==> config.mk <==
export PLATFORM = sky130hd
export DESIGN_NAME = uart_core
export DESIGN_NICKNAME = d
export VERILOG_FILES = /design/src/rtl/uart_core.sv
export SDC_FILE = /design/constraint.sdc
export NUM_CORES = 1
export LEC_CHECK = 0
export BUFFER_PORTS_ARGS = -buffer_cell sky130_fd_sc_hd__buf_2
export CAP_MARGIN = 20
export CORE_UTILIZATION = 30
export DETAILED_ROUTE_END_ITERATION = 10
export SYNTH_ARGS = -nofsm -noshare
export SYNTH_HDL_FRONTEND = slang
export SYNTH_SLANG_ARGS = --single-unit
==> constraint.sdc <==
create_clock -name clk -period 2.6 [get_ports clk]
set_clock_uncertainty 0.05 [all_clocks]
set_input_delay 0.52 -clock clk [delete_from_list [all_inputs] [get_ports clk]]
set_output_delay 0.52 -clock clk [all_outputs]
set_load 0.01 [all_outputs]
==> src/rtl/uart_core.sv <==
// uart_core: independent UART receiver and transmitter with parameterised framing.
// RX samples a two-flop-synchronised line at mid-bit; TX drives a registered line.
//   state     | meaning
//   RX_IDLE   | waiting for a synchronised low
//   RX_START  | half-bit wait, then start-bit confirm or glitch reject
//   RX_DATA   | mid-bit sampling of data bits, LSB first
//   RX_PARITY | mid-bit sample of the parity bit
//   RX_STOP   | mid-bit sampling of stop bits, result published on the last one
//   RX_BREAK  | line held low past the stop bit, waiting for it to go high
//   TX_IDLE   | line high, tx_ready asserted
//   TX_START  | start bit
//   TX_DATA   | data bits, LSB first
//   TX_PARITY | parity bit
//   TX_STOP   | stop bits
module uart_core #(
  parameter int CLK_HZ    = 50000000,
  parameter int BAUD      = 921600,
  parameter int DATA_BITS = 8,
  parameter int PARITY    = 0,
  parameter int STOP_BITS = 1
) (
  input  logic                 clk,
  input  logic                 reset,
  input  logic                 rx,
  output logic                 tx,
  input  logic [DATA_BITS-1:0] tx_data,
  input  logic                 tx_valid,
  output logic                 tx_ready,
  output logic [DATA_BITS-1:0] rx_data,
  output logic                 rx_valid,
  output logic                 parity_err,
  output logic                 frame_err,
  output logic                 rx_busy,
  output logic                 tx_busy
);

  localparam int DIV = CLK_HZ / BAUD;
  localparam int CW  = $clog2(DIV + 1);
  localparam int BW  = 4;
  localparam logic [CW-1:0] DIV_M1    = CW'(DIV - 1);
  localparam logic [CW-1:0] HALF_M1   = CW'(DIV / 2 - 1);
  localparam logic [BW-1:0] DATA_LAST = BW'(DATA_BITS - 1);
  localparam logic [BW-1:0] STOP_LAST = BW'(STOP_BITS - 1);

  if (DIV < 8) begin : g_chk_div
    $error("uart_core: CLK_HZ/BAUD must be at least 8");
  end
  if (DATA_BITS < 5 || DATA_BITS > 9) begin : g_chk_data
    $error("uart_core: DATA_BITS must be 5..9");
  end
  if (PARITY < 0 || PARITY > 2) begin : g_chk_parity
    $error("uart_core: PARITY must be 0, 1 or 2");
  end
  if (STOP_BITS != 1 && STOP_BITS != 2) begin : g_chk_stop
    $error("uart_core: STOP_BITS must be 1 or 2");
  end

  typedef enum logic [2:0] {
    RX_IDLE, RX_START, RX_DATA, RX_PARITY, RX_STOP, RX_BREAK
  } rx_state_t;

  typedef enum logic [2:0] {
    TX_IDLE, TX_START, TX_DATA, TX_PARITY, TX_STOP
  } tx_state_t;

  // ---------------- receiver ----------------
  logic rx_meta, rx_sync;

  always_ff @(posedge clk or negedge reset) begin
    if (!reset) begin
      rx_meta <= 1'b1;
      rx_sync <= 1'b1;
    end else begin
      rx_meta <= rx;
      rx_sync <= rx_meta;
    end
  end

  rx_state_t            rx_state, rx_state_d;
  logic [CW-1:0]        rx_cnt, rx_cnt_d;
  logic [BW-1:0]        rx_bits, rx_bits_d;
  logic [DATA_BITS-1:0] rx_shift, rx_shift_d;
  logic [DATA_BITS-1:0] rx_data_d;
  logic                 rx_par, rx_par_d;
  logic                 rx_ferr, rx_ferr_d;
  logic                 rx_valid_d, parity_err_d, frame_err_d;
  logic                 rx_par_calc, stop_ferr;

  assign rx_par_calc = (PARITY == 2) ? ~(^rx_shift) : ^rx_shift;
  assign stop_ferr   = rx_ferr | ~rx_sync;
  assign rx_busy     = (rx_state != RX_IDLE);

  always_comb begin
    rx_state_d   = rx_state;
    rx_cnt_d     = rx_cnt;
    rx_bits_d    = rx_bits;
    rx_shift_d   = rx_shift;
    rx_par_d     = rx_par;
    rx_ferr_d    = rx_ferr;
    rx_data_d    = rx_data;
    rx_valid_d   = 1'b0;
    parity_err_d = parity_err;
    frame_err_d  = frame_err;
    case (rx_state)
      RX_IDLE: begin
        if (!rx_sync) begin
          rx_state_d = RX_START;
          rx_cnt_d   = HALF_M1;
          rx_bits_d  = '0;
        end
      end
      RX_START: begin
        if (rx_cnt != '0) begin
          rx_cnt_d = rx_cnt - CW'(1);
        end else if (rx_sync) begin
          rx_state_d = RX_IDLE;
        end else begin
          rx_state_d = RX_DATA;
          rx_cnt_d   = DIV_M1;
          rx_ferr_d  = 1'b0;
        end
      end
      RX_DATA: begin
        if (rx_cnt != '0) begin
          rx_cnt_d = rx_cnt - CW'(1);
        end else begin
          rx_cnt_d   = DIV_M1;
          rx_shift_d = {rx_sync, rx_shift[DATA_BITS-1:1]};
          if (rx_bits == DATA_LAST) begin
            rx_bits_d  = '0;
            rx_state_d = (PARITY != 0) ? RX_PARITY : RX_STOP;
          end else begin
            rx_bits_d = rx_bits + BW'(1);
          end
        end
      end
      RX_PARITY: begin
        if (rx_cnt != '0) begin
          rx_cnt_d = rx_cnt - CW'(1);
        end else begin
          rx_par_d   = rx_sync;
          rx_cnt_d   = DIV_M1;
          rx_bits_d  = '0;
          rx_state_d = RX_STOP;
        end
      end
      RX_STOP: begin
        if (rx_cnt != '0) begin
          rx_cnt_d = rx_cnt - CW'(1);
        end else if (rx_bits == STOP_LAST) begin
          rx_valid_d   = 1'b1;
          rx_data_d    = rx_shift;
          parity_err_d = (PARITY != 0) && (rx_par != rx_par_calc);
          frame_err_d  = stop_ferr;
          rx_state_d   = rx_sync ? RX_IDLE : RX_BREAK;
        end else begin
          rx_bits_d = rx_bits + BW'(1);
          rx_ferr_d = stop_ferr;
          rx_cnt_d  = DIV_M1;
        end
      end
      RX_BREAK: begin
        if (rx_sync) rx_state_d = RX_IDLE;
      end
      default: rx_state_d = RX_IDLE;
    endcase
  end

  always_ff @(posedge clk or negedge reset) begin
    if (!reset) begin
      rx_state   <= RX_IDLE;
      rx_cnt     <= '0;
      rx_bits    <= '0;
      rx_shift   <= '0;
      rx_par     <= 1'b0;
      rx_ferr    <= 1'b0;
      rx_data    <= '0;
      rx_valid   <= 1'b0;
      parity_err <= 1'b0;
      frame_err  <= 1'b0;
    end else begin
      rx_state   <= rx_state_d;
      rx_cnt     <= rx_cnt_d;
      rx_bits    <= rx_bits_d;
      rx_shift   <= rx_shift_d;
      rx_par     <= rx_par_d;
      rx_ferr    <= rx_ferr_d;
      rx_data    <= rx_data_d;
      rx_valid   <= rx_valid_d;
      parity_err <= parity_err_d;
      frame_err  <= frame_err_d;
    end
  end

  // ---------------- transmitter ----------------
  tx_state_t            tx_state, tx_state_d;
  logic [CW-1:0]        tx_cnt, tx_cnt_d;
  logic [BW-1:0]        tx_bits, tx_bits_d;
  logic [DATA_BITS-1:0] tx_shift, tx_shift_d;
  logic                 tx_par, tx_par_d;
  logic                 tx_d;

  assign tx_ready = (tx_state == TX_IDLE);
  assign tx_busy  = ~tx_ready;

  always_comb begin
    tx_state_d = tx_state;
    tx_cnt_d   = tx_cnt;
    tx_bits_d  = tx_bits;
    tx_shift_d = tx_shift;
    tx_par_d   = tx_par;
    tx_d       = tx;
    case (tx_state)
      TX_IDLE: begin
        if (tx_valid) begin
          tx_shift_d = tx_data;
          tx_par_d   = (PARITY == 2) ? ~(^tx_data) : ^tx_data;
          tx_d       = 1'b0;
          tx_cnt_d   = DIV_M1;
          tx_state_d = TX_START;
        end
      end
      TX_START: begin
        if (tx_cnt != '0) begin
          tx_cnt_d = tx_cnt - CW'(1);
        end else begin
          tx_d       = tx_shift[0];
          tx_shift_d = {1'b0, tx_shift[DATA_BITS-1:1]};
          tx_bits_d  = '0;
          tx_cnt_d   = DIV_M1;
          tx_state_d = TX_DATA;
        end
      end
      TX_DATA: begin
        if (tx_cnt != '0) begin
          tx_cnt_d = tx_cnt - CW'(1);
        end else begin
          tx_cnt_d = DIV_M1;
          if (tx_bits == DATA_LAST) begin
            tx_bits_d = '0;
            if (PARITY != 0) begin
              tx_d       = tx_par;
              tx_state_d = TX_PARITY;
            end else begin
              tx_d       = 1'b1;
              tx_state_d = TX_STOP;
            end
          end else begin
            tx_bits_d  = tx_bits + BW'(1);
            tx_d       = tx_shift[0];
            tx_shift_d = {1'b0, tx_shift[DATA_BITS-1:1]};
          end
        end
      end
      TX_PARITY: begin
        if (tx_cnt != '0) begin
          tx_cnt_d = tx_cnt - CW'(1);
        end else begin
          tx_d       = 1'b1;
          tx_bits_d  = '0;
          tx_cnt_d   = DIV_M1;
          tx_state_d = TX_STOP;
        end
      end
      TX_STOP: begin
        // Leaving on the terminal count lets a transfer in the idle cycle start immediately.
        if (tx_cnt != '0) begin
          tx_cnt_d = tx_cnt - CW'(1);
        end else if (tx_bits == STOP_LAST) begin
          tx_state_d = TX_IDLE;
        end else begin
          tx_bits_d = tx_bits + BW'(1);
          tx_cnt_d  = DIV_M1;
        end
      end
      default: tx_state_d = TX_IDLE;
    endcase
  end

  always_ff @(posedge clk or negedge reset) begin
    if (!reset) begin
      tx_state <= TX_IDLE;
      tx_cnt   <= '0;
      tx_bits  <= '0;
      tx_shift <= '0;
      tx_par   <= 1'b0;
      tx       <= 1'b1;
    end else begin
      tx_state <= tx_state_d;
      tx_cnt   <= tx_cnt_d;
      tx_bits  <= tx_bits_d;
      tx_shift <= tx_shift_d;
      tx_par   <= tx_par_d;
      tx       <= tx_d;
    end
  end

endmodule

# Word-level counts from Yosys, hierarchy flattened
# Index checks and enable logic that the tools add are counted.
[word_totals] ff_bits=56 input_bits=12 word_cells=148
[classes] mux=63 n_bitwise=4 eq_ne=34 reduce_logical=28 n_addsub=4
[ops] op="6-bit two-way mux" count=10
[ops] op="3-bit two-way mux" count=16
[ops] op="4-bit two-way mux" count=11
[ops] op="2-bit != test (second input constant)" count=20
[ops] op="8-bit two-way mux" count=4
[ops] op="6-bit one-hot mux with 4 select lines" count=1
[ops] op="8-bit one-hot mux with 3 select lines" count=1
[ops] op="5-bit AND reduction" count=4
[ops] op="3-bit one-hot mux with 6 select lines" count=1
[ops] op="6-bit one-hot mux with 3 select lines" count=1
[ops] op="4-bit one-hot mux with 4 select lines" count=1
[ops] op="3-bit one-hot mux with 5 select lines" count=1
[ops] op="3-bit by 2-bit == test with 1-bit output (second input constant)" count=4
[ops] op="1-bit two-way mux" count=12
[ops] op="4-bit one-hot mux with 3 select lines" count=1
[ops] op="3-bit nonzero test" count=4
[ops] op="4-bit nonzero test" count=3
[ops] op="6-bit nonzero test" count=2
[ops] op="6-bit by 1-bit subtractor with 6-bit output (second input constant)" count=2
[ops] op="3-bit == test (second input constant)" count=3
[ops] op="3-bit != test (second input constant)" count=3
[ops] op="4-bit by 1-bit adder with 4-bit output (second input constant)" count=2
[ops] op="4-bit by 3-bit == test with 1-bit output (second input constant)" count=2
[ops] op="4-bit logical NOT" count=2
[ops] op="16 further kinds" count=22

# Logic depth before layout (Yosys ltp)
# Gate-level depths: netlist of the first run.
[logic_depth] word_depth=5 ltp_mapped=8 mapped_depth_nobuf=6

# Least setup slack after synthesis of the first run
# Ideal clock, no wire load.
[synth_timing] path_type="register to register" start="reg rx_cnt[0]" end="reg rx_shift[0]" required_ns=2.425 path_stages_with_launch=9 setup_ns=0.125 slack_ns=0.295 t_arrival_ns=2.130 n_path_buf=2 cell_sequence="dfrtp_1 inv_1 ha_1 or4b_1 buf_2 or3b_1 buf_6 nor2_8 mux2_2"
[synth_via] elab_chain_cells=3
[synth_rtl] element="start: declaration" line="80" source="logic [CW-1:0] rx_cnt, rx_cnt_d;"
[synth_rtl] element="start signal: assignment" line="183" source="rx_cnt <= rx_cnt_d;"
[synth_rtl] element="6-bit nonzero test" line="124" source="if (rx_cnt != '0) begin"
[synth_rtl] element="1-bit NOT (no line)"
[synth_rtl] element="2-bit AND reduction (no line)"
[synth_rtl] element="end signal: assignment" line="185" source="rx_shift <= rx_shift_d;"
[synth_rtl] element="end: declaration" line="82" source="logic [DATA_BITS-1:0] rx_shift, rx_shift_d;"
# Every way passes these cells.
# A chain may end at the register's enable or synchronous reset.

# Worst setup path after layout of the first run
[layout_timing] start="reg rx_cnt[0]" end="reg rx_bits[1]"
[layout_via] elab_chain_cells=3 word_cells_on_any_way=5
[layout_rtl] element="6-bit nonzero test *" line="124, 138, 148"
[layout_rtl] element="2-bit != test (no line)"
[layout_rtl] element="6-bit AND reduction (no line) *"
[layout_rtl] element="end signal: assignment" line="184" source="rx_bits <= rx_bits_d;"
[layout_rtl] element="end: declaration" line="81" source="logic [BW-1:0] rx_bits, rx_bits_d;"
# Mark *: on every way between the ends. The rest lies on a longest branch, timed or not.

==> results.md, run 1 <==
| Quantity | This run |
| --- | --- |
| Fin nets | 333 |
| Chip width | 103.8 microns |
| Global-route wire length before repair | 10290 microns |
| Core region area | 9910 sq um |
| Initial core utilization | 31.36% |
| GRT Total Usage | 11.56% |
| Worst slew pin tran | 0.6499 ns |
| Crit path required time | 2.75 ns |
| Detailed placer's ending HPWL | 4123 microns |
| Number of cells in the design after placement | 439 |
| Ranking of synthesized cells by area | sky130_fd_sc_hd__dfrtp_1, sky130_fd_sc_hd__mux2_2, sky130_fd_sc_hd__ha_1 |
| RSZ-0062 raised after global routing | false |
| Clock period minus final worst setup slack | 2.438 ns |
| Multi-input gate area in the final layout | 1550 sq um |
| Cell area after technology mapping | 3108 sq um |
| Routability congestion estimate from global placement | 0.7670 |
| Detailed-routing iteration count for the pre-antenna-repair pass | 4 |
| CTS tree | yes |
| Max transition margin | 56.41% |
| Source of the critical timing path | rx_cnt[0] |
| Power density over the cells | 605.2 nW/um^2 |
| Reg-to-Reg Start | rx_cnt[0] |
| Maximum clock insertion buffer count | 2 |
| Vias in the first global route | 2196 |
| Max capacitance violation total | 0 |
| Post-detailed-route DRC marker count | 0 |
| Count of placed standard cells in the final layout, fillers left out | 447 |
| Primary flip-flop cell chosen by synthesis mapping | sky130_fd_sc_hd__dfrtp_1 |
| # H-tree levels | 2 |
| Count of hold-fix buffers inserted at cts | 0 |
| Diode insertion count for antenna repair | 0 |
| Fraction of the core area covered by cells at the end of the flow | 35.00% |
| Minimum setup slack among reg-to-reg paths | 0.16 ns |
| Total Die Area | 10770 sq um |
| Die height | 103.8 microns |
| Layout cells sized above 1 | 28.66% |
| Worst min-delay path class | primary input to asynchronous set/reset pin |
| Leakage | 1.589 nW |
| Vias per cell | 4.989 |
| Commonest cells after routing, fill and taps aside | sky130_fd_sc_hd__dfrtp_1, sky130_fd_sc_hd__mux2_2, sky130_fd_sc_hd__buf_2 |
| Share of the synthesized area in the top cell type | 42.67% |
| Syn_nets | 309 |
| Insertion delay of the later-clocked pin in the worst-skew pair | 0.31 ns |
| Area Overhead vs Synth | 11.59% |
| Cell at the root of the clock tree | sky130_fd_sc_hd__clkbuf_8 |
| Final setup violation count | 0 |
| Number of enable-type register cells in the synthesized netlist | 0 |
| Wire length reported by the detailed router | 5709 microns |
| Maximum vdd drop | 0.0002073 V |
| Yosys synthesis warning count | 0 |
| Number of filler cells placed in the layout | 1008 |
| Dpl cell area | 3376 sq um |
| Global routing usage on met3 | 2.706% |
| Vias after detailed routing | 2230 |
| Mean Syn Cell Area | 10.75 sq um |
| Critical path type | flip-flop to flip-flop |
| Commonest non-fill, non-tap cell in the layout | sky130_fd_sc_hd__dfrtp_1 |
| Type of element capturing the critical path | flip-flop |
| Number of cell instances on the worst register-to-register path | 6 |
| Highest achievable clock rate | 0.4101 GHz |
| Proportion of synthesized chip area in sequential cells | 45.21% |
| Clock-pin transition on the worst setup and hold timing paths | 0.09 ns |
| Antenna Nets Post-Route | 0 |
| Met1 Usage GRT | 14.98% |
| Pin count of the biggest net entering global routing | 25 |
| Final Instance Area | 3468 sq um |
| Count of pins over their slew limit | 0 |
| Nature of the critical path startpoint | flip-flop |
| Routed length per instance | 12.77 microns |
| Critical path arrival | 2.59 ns |
| Port-buffer cells | 25 |
| GR Util met2 | 18.70% |
| Dominant cell type by area after synthesis | sky130_fd_sc_hd__dfrtp_1 |
| Antenna violations before repair | 0 |
| Total CTS buffers | 5 |
| Sum of negative setup slack | 0 ns |
| Number of distinct standard cells referenced by the synthesized netlist | 64 |
| Starting DRC count in detailed routing | 103 |
| Storage element area | 1405 sq um |
| Leftover overflow at the end of global routing | 0 |
| Layer carrying the most global-route usage | met2 |
| Clock sink count | 56 |
| Share of synthesized flip-flops with an asynchronous set or reset | 100.0% |
| I/O pins | 27 |
| Number of rows created at floorplan | 36 |
| Result of the run | complete, no violations |
| Final-report hold violation count | 0 |
| Fraction of the cycle the final worst path needs | 93.78% |
| Worst r2r dst | rx_bits[1] |
| Number of standard cells after synthesis | 289 |
| Highest net fanout along the worst path | 8 |
| Capture point of the worst path | rx_bits[1] |
| Count of state elements after synthesis | 56 |
Yosys cell counts, drive strengths merged, types with 7 or more instances:
master and n:
nor3b 7, nor3 9, inv 19, nor2b 9, nor2 16, a21oi 10
o21ai 9, mux2 34, nand2 12, ha 8, clkbuf 10, dfrtp 53
how the worst min path moves through the flow:
stage | endpoint | cells after the start | start | slack (ns)
2_1_floorplan | frame_err | 0 | reset | 0.17
3_3_place_gp | rx_sync | 0 | rx_meta | 0.31
3_5_place_dp | rx_sync | 0 | rx_meta | 0.31
4_1_cts | rx_cnt[4] | 1 | reset | 0.07
5_1_grt | rx_cnt[4] | 1 | reset | 0.08
6_report | rx_cnt[4] | 1 | reset | 0.06
layout make-up:
class | count | area share (%)
timing repair buffer | 33 | 5.339
multi-input combinational | 198 | 44.70
clock buffer | 8 | 2.597
tap | 133 | 4.798
sequential | 56 | 40.51
inverter | 19 | 2.056
per-stage QoR:
| stage | setup WS [ns] | hold WS [ns] | power (mW) |
|---|---|---|---|
| 2_1_floorplan | 0.2954 | 0.1744 | 1.475 |
| 3_3_place_gp | 0.1511 | 0.3078 | 1.615 |
| 3_5_place_dp | 0.09107 | 0.3074 | 1.627 |
| 4_1_cts | 0.07872 | 0.07101 | 2.129 |
| 5_1_grt | 0.04039 | 0.07836 | 2.249 |
| 6_report | 0.1617 | 0.06324 | 2.099 |
kinds of logic (layout without fill, tap and decap cells):
logic type	Yosys count	in the layout	share of synthesized area, %
xor+xnor	3	3	0.8456
mux	35	35	12.64
buf+inv	35	60	4.992
compound gates	68	68	17.03
other cells	1	1	0.1207
simple gates	83	83	15.94
fa+ha+maj	8	8	3.221
flops	56	56	45.21
state kept, by name, indices dropped and copies added, names as in the netlist:
register   cells
rx_data        8
rx_shift       8
tx_shift       8
rx_cnt         6
tx_cnt         6
rx_bits        4
tx_bits        4
rx_state       3
tx_state       3
frame_err      1
rx_ferr        1
rx_meta        1
rx_sync        1
rx_valid       1
tx             1
critical path, cell delays in order, from the launching register on:
cell	delay, ns
sky130_fd_sc_hd__dfrtp_1	0.41
sky130_fd_sc_hd__inv_1	0.09
sky130_fd_sc_hd__ha_1	0.16
sky130_fd_sc_hd__or4b_1	0.58
sky130_fd_sc_hd__or2_2	0.43
sky130_fd_sc_hd__o211ai_2	0.25
sky130_fd_sc_hd__mux2_2	0.36
power by group:
group / internal (mW) / switching (mW) / total, mW
logic: 0.257 / 0.274 / 0.531
clock network: 0.218 / 0.273 / 0.491
registers: 0.952 / 0.125 / 1.08
metal layers:
metal  part of all wire [%]  vias to the layer above  wire length, microns
li1                       -                     1092                     -
met1                     48                     1101                  2737
met2                     47                       31                  2702
met3                    3.4                        6                   192
met4                    1.3                        0                    76
met5                      0                        -                     0
what timing repair did:
| item | CTS | global route |
|---|---|---|
| endpoints found under the setup margin | 0 | 7 |
| resized for setup | 0 | 1 |
| setup buffers | 0 | 0 |
Note: power is estimated with default switching activity, not from simulation.
==> run 2: changes to the inputs <==
- CORE_MARGIN: default -> 4
- CTS_BUF_LIST: default -> sky130_fd_sc_hd__clkbuf_4
==> results.md, run 2 (same netlist as run 1, synthesis figures left out) <==
| Quantity | This run | Change |
| --- | --- | --- |
| Post-CTS Setup Bufs | 0 | unchanged |
| Vias per cell | 4.987 | about the same |
| Pin count of the biggest net entering global routing | 29 | +16% |
| Leftover overflow at the end of global routing | 0 | unchanged |
| Antenna violations before repair | 0 | unchanged |
| Starting DRC count in detailed routing | 86 | -17% |
| Fin nets | 333 | unchanged |
| Clock sink count | 56 | unchanged |
| Highest net fanout along the worst path | 8 | unchanged |
| Crit path required time | 2.81 ns | +0.06 ns |
| Worst r2r dst | rx_bits[0] |  |
| Clock period minus final worst setup slack | 2.467 ns | +0.02821 ns |
| Total Die Area | 12050 sq um | +12% |
| Max capacitance violation total | 0 | unchanged |
| Final setup violation count | 0 | unchanged |
| Leakage | 1.599 nW | +0.62% |
| Highest achievable clock rate | 0.4054 GHz | -1.1% |
| I/O pins | 27 | unchanged |
| Reg-to-Reg Start | rx_cnt[1] |  |
| Power density over the cells | 632.1 nW/um^2 | +4.4% |
| Area Overhead vs Synth | 12.08% |  |
| Cell at the root of the clock tree | sky130_fd_sc_hd__clkbuf_4 |  |
| Max transition margin | 54.39% | -2.0 points |
| Count of hold-fix buffers inserted at cts | 0 | unchanged |
| Commonest non-fill, non-tap cell in the layout | sky130_fd_sc_hd__dfrtp_1 |  |
| Type of element capturing the critical path | flip-flop |  |
| Post-detailed-route DRC marker count | 0 | unchanged |
| # H-tree levels | 2 | unchanged |
| Vias after detailed routing | 2229 | -0.045% |
| Critical path type | flip-flop to flip-flop |  |
| Minimum setup slack among reg-to-reg paths | 0.13 ns | -0.03 ns |
| Wire length reported by the detailed router | 6070 microns | +6.3% |
| Sum of negative setup slack | 0 ns | unchanged |
| Routability congestion estimate from global placement | 0.8017 | +4.5% |
| Detailed-routing iteration count for the pre-antenna-repair pass | 4 | unchanged |
| Result of the run | complete, no violations |  |
| Chip width | 109.8 microns | +5.8% |
| Routed length per instance | 13.58 microns | +6.3% |
| Clock-pin transition on the worst setup and hold timing paths | 0.17 ns | +0.08 ns |
| Worst min-delay path class | primary input to asynchronous set/reset pin |  |
| Fraction of the cycle the final worst path needs | 94.87% | +1.1 points |
| Maximum vdd drop | 0.0003027 V | +46% |
| Vias in the first global route | 2276 | +3.6% |
| Diode insertion count for antenna repair | 0 | unchanged |
| Final Instance Area | 3483 sq um | +0.43% |
| Number of cell instances on the worst register-to-register path | 6 | unchanged |
| Nature of the critical path startpoint | flip-flop |  |
| Total CTS buffers | 5 | unchanged |
| Port-buffer cells | 25 | unchanged |
| Number of rows created at floorplan | 36 | unchanged |
| RSZ-0062 raised after global routing | false |  |
| Maximum clock insertion buffer count | 2 | unchanged |
| Final-report hold violation count | 0 | unchanged |
| Antenna Nets Post-Route | 0 | unchanged |
| Layout cells sized above 1 | 29.30% | +0.64 points |
| Initial core utilization | 31.36% | unchanged |
| Count of instances resized after the clock tree is built | 0 | unchanged |
| CTS tree | yes |  |
| Global-route wire length before repair | 10640 microns | +3.4% |
| Core region area | 9910 sq um | unchanged |
| Insertion delay of the later-clocked pin in the worst-skew pair | 0.38 ns | +0.07 ns |
| Critical path arrival | 2.68 ns | +0.09 ns |
| Worst slew pin tran | 0.6800 ns | +0.03007 ns |
| Detailed placer's ending HPWL | 4422 microns | +7.2% |
| Fraction of the core area covered by cells at the end of the flow | 35.15% | +0.15 points |
| Count of pins over their slew limit | 0 | unchanged |
| Die height | 109.8 microns | +5.8% |
| Commonest cells after routing, fill and taps aside | sky130_fd_sc_hd__dfrtp_1, sky130_fd_sc_hd__mux2_2, sky130_fd_sc_hd__buf_2 |  |
| Dpl cell area | 3376 sq um | unchanged |
| GRT Total Usage | 10.95% | -0.61 points |
| Largest registers | rx_data (8), rx_shift (8), tx_shift (8) |  |
## run 2: cell types whose count changed in the layout (fill, tap and decap cells not counted), sizes merged
cell    change
bufinv      +2
clkbuf      -2
## run 2: final cells by class
| cell class | instances | area (sq um) |
|---|---|---|
| timing repair buffer | 33 | 185.2 |
| tap | 133 | 166.4 |
| inverter | 19 | 71.32 |
| multi-input combinational | 198 | 1550 |
| sequential | 56 | 1405 |
| clock inverter | 2 | 60.06 |
| fill | 1021 | 6426 |
| clock buffer | 6 | 45.04 |
## run 2: per-layer routing
layer / GRT usage, % / up-vias / wire length, microns
li1: - / 1098 / -
met1: 14.09 / 1077 / 2781
met2: 18.15 / 46 / 2959
met3: 2.408 / 8 / 235
met4: 3.651 / 0 / 94
met5: 0 / - / 0
## run 2: worst max path at each step
stage / start / cells past startpoint / slack, ns / end
detailed placement: rx_cnt[0] / 6 / 0.09 / rx_shift[2]
finish: rx_cnt[1] / 6 / 0.13 / rx_bits[0]
global route: rx_cnt[0] / 6 / 0.01 / rx_cnt[3]
CTS: rx_cnt[1] / 6 / 0.06 / rx_shift[5]
global placement: rx_cnt[0] / 6 / 0.15 / rx_shift[5]
floorplan: rx_cnt[0] / 8 / 0.30 / rx_shift[0]
## run 2: metrics by stage
step                hold WS (ns)  setup WS [ns]  std cells  total power, mW
detailed placement        0.3006        0.09002        439            1.643
global placement          0.3057         0.1520        439            1.627
finish                   0.09627         0.1335        447            2.202
CTS                       0.1056        0.06318        447            2.233
floorplan                 0.1744         0.2954        289            1.475
global route              0.1416       0.009742        447            2.354
## run 2: power breakdown
group / internal, mW / switching [mW] / total [mW]
registers: 0.952 / 0.105 / 1.06
logic: 0.267 / 0.304 / 0.571
clock network: 0.311 / 0.263 / 0.574
total: 1.53 / 0.672 / 2.20
## run 2: worst max-delay path, stage by stage (launching register included)
cell and delay (ns):
sky130_fd_sc_hd__dfrtp_1 0.42, sky130_fd_sc_hd__inv_1 0.09, sky130_fd_sc_hd__ha_1 0.15, sky130_fd_sc_hd__or4b_1 0.58, sky130_fd_sc_hd__or2_2 0.44, sky130_fd_sc_hd__o211ai_2 0.26
sky130_fd_sc_hd__mux2_2 0.36
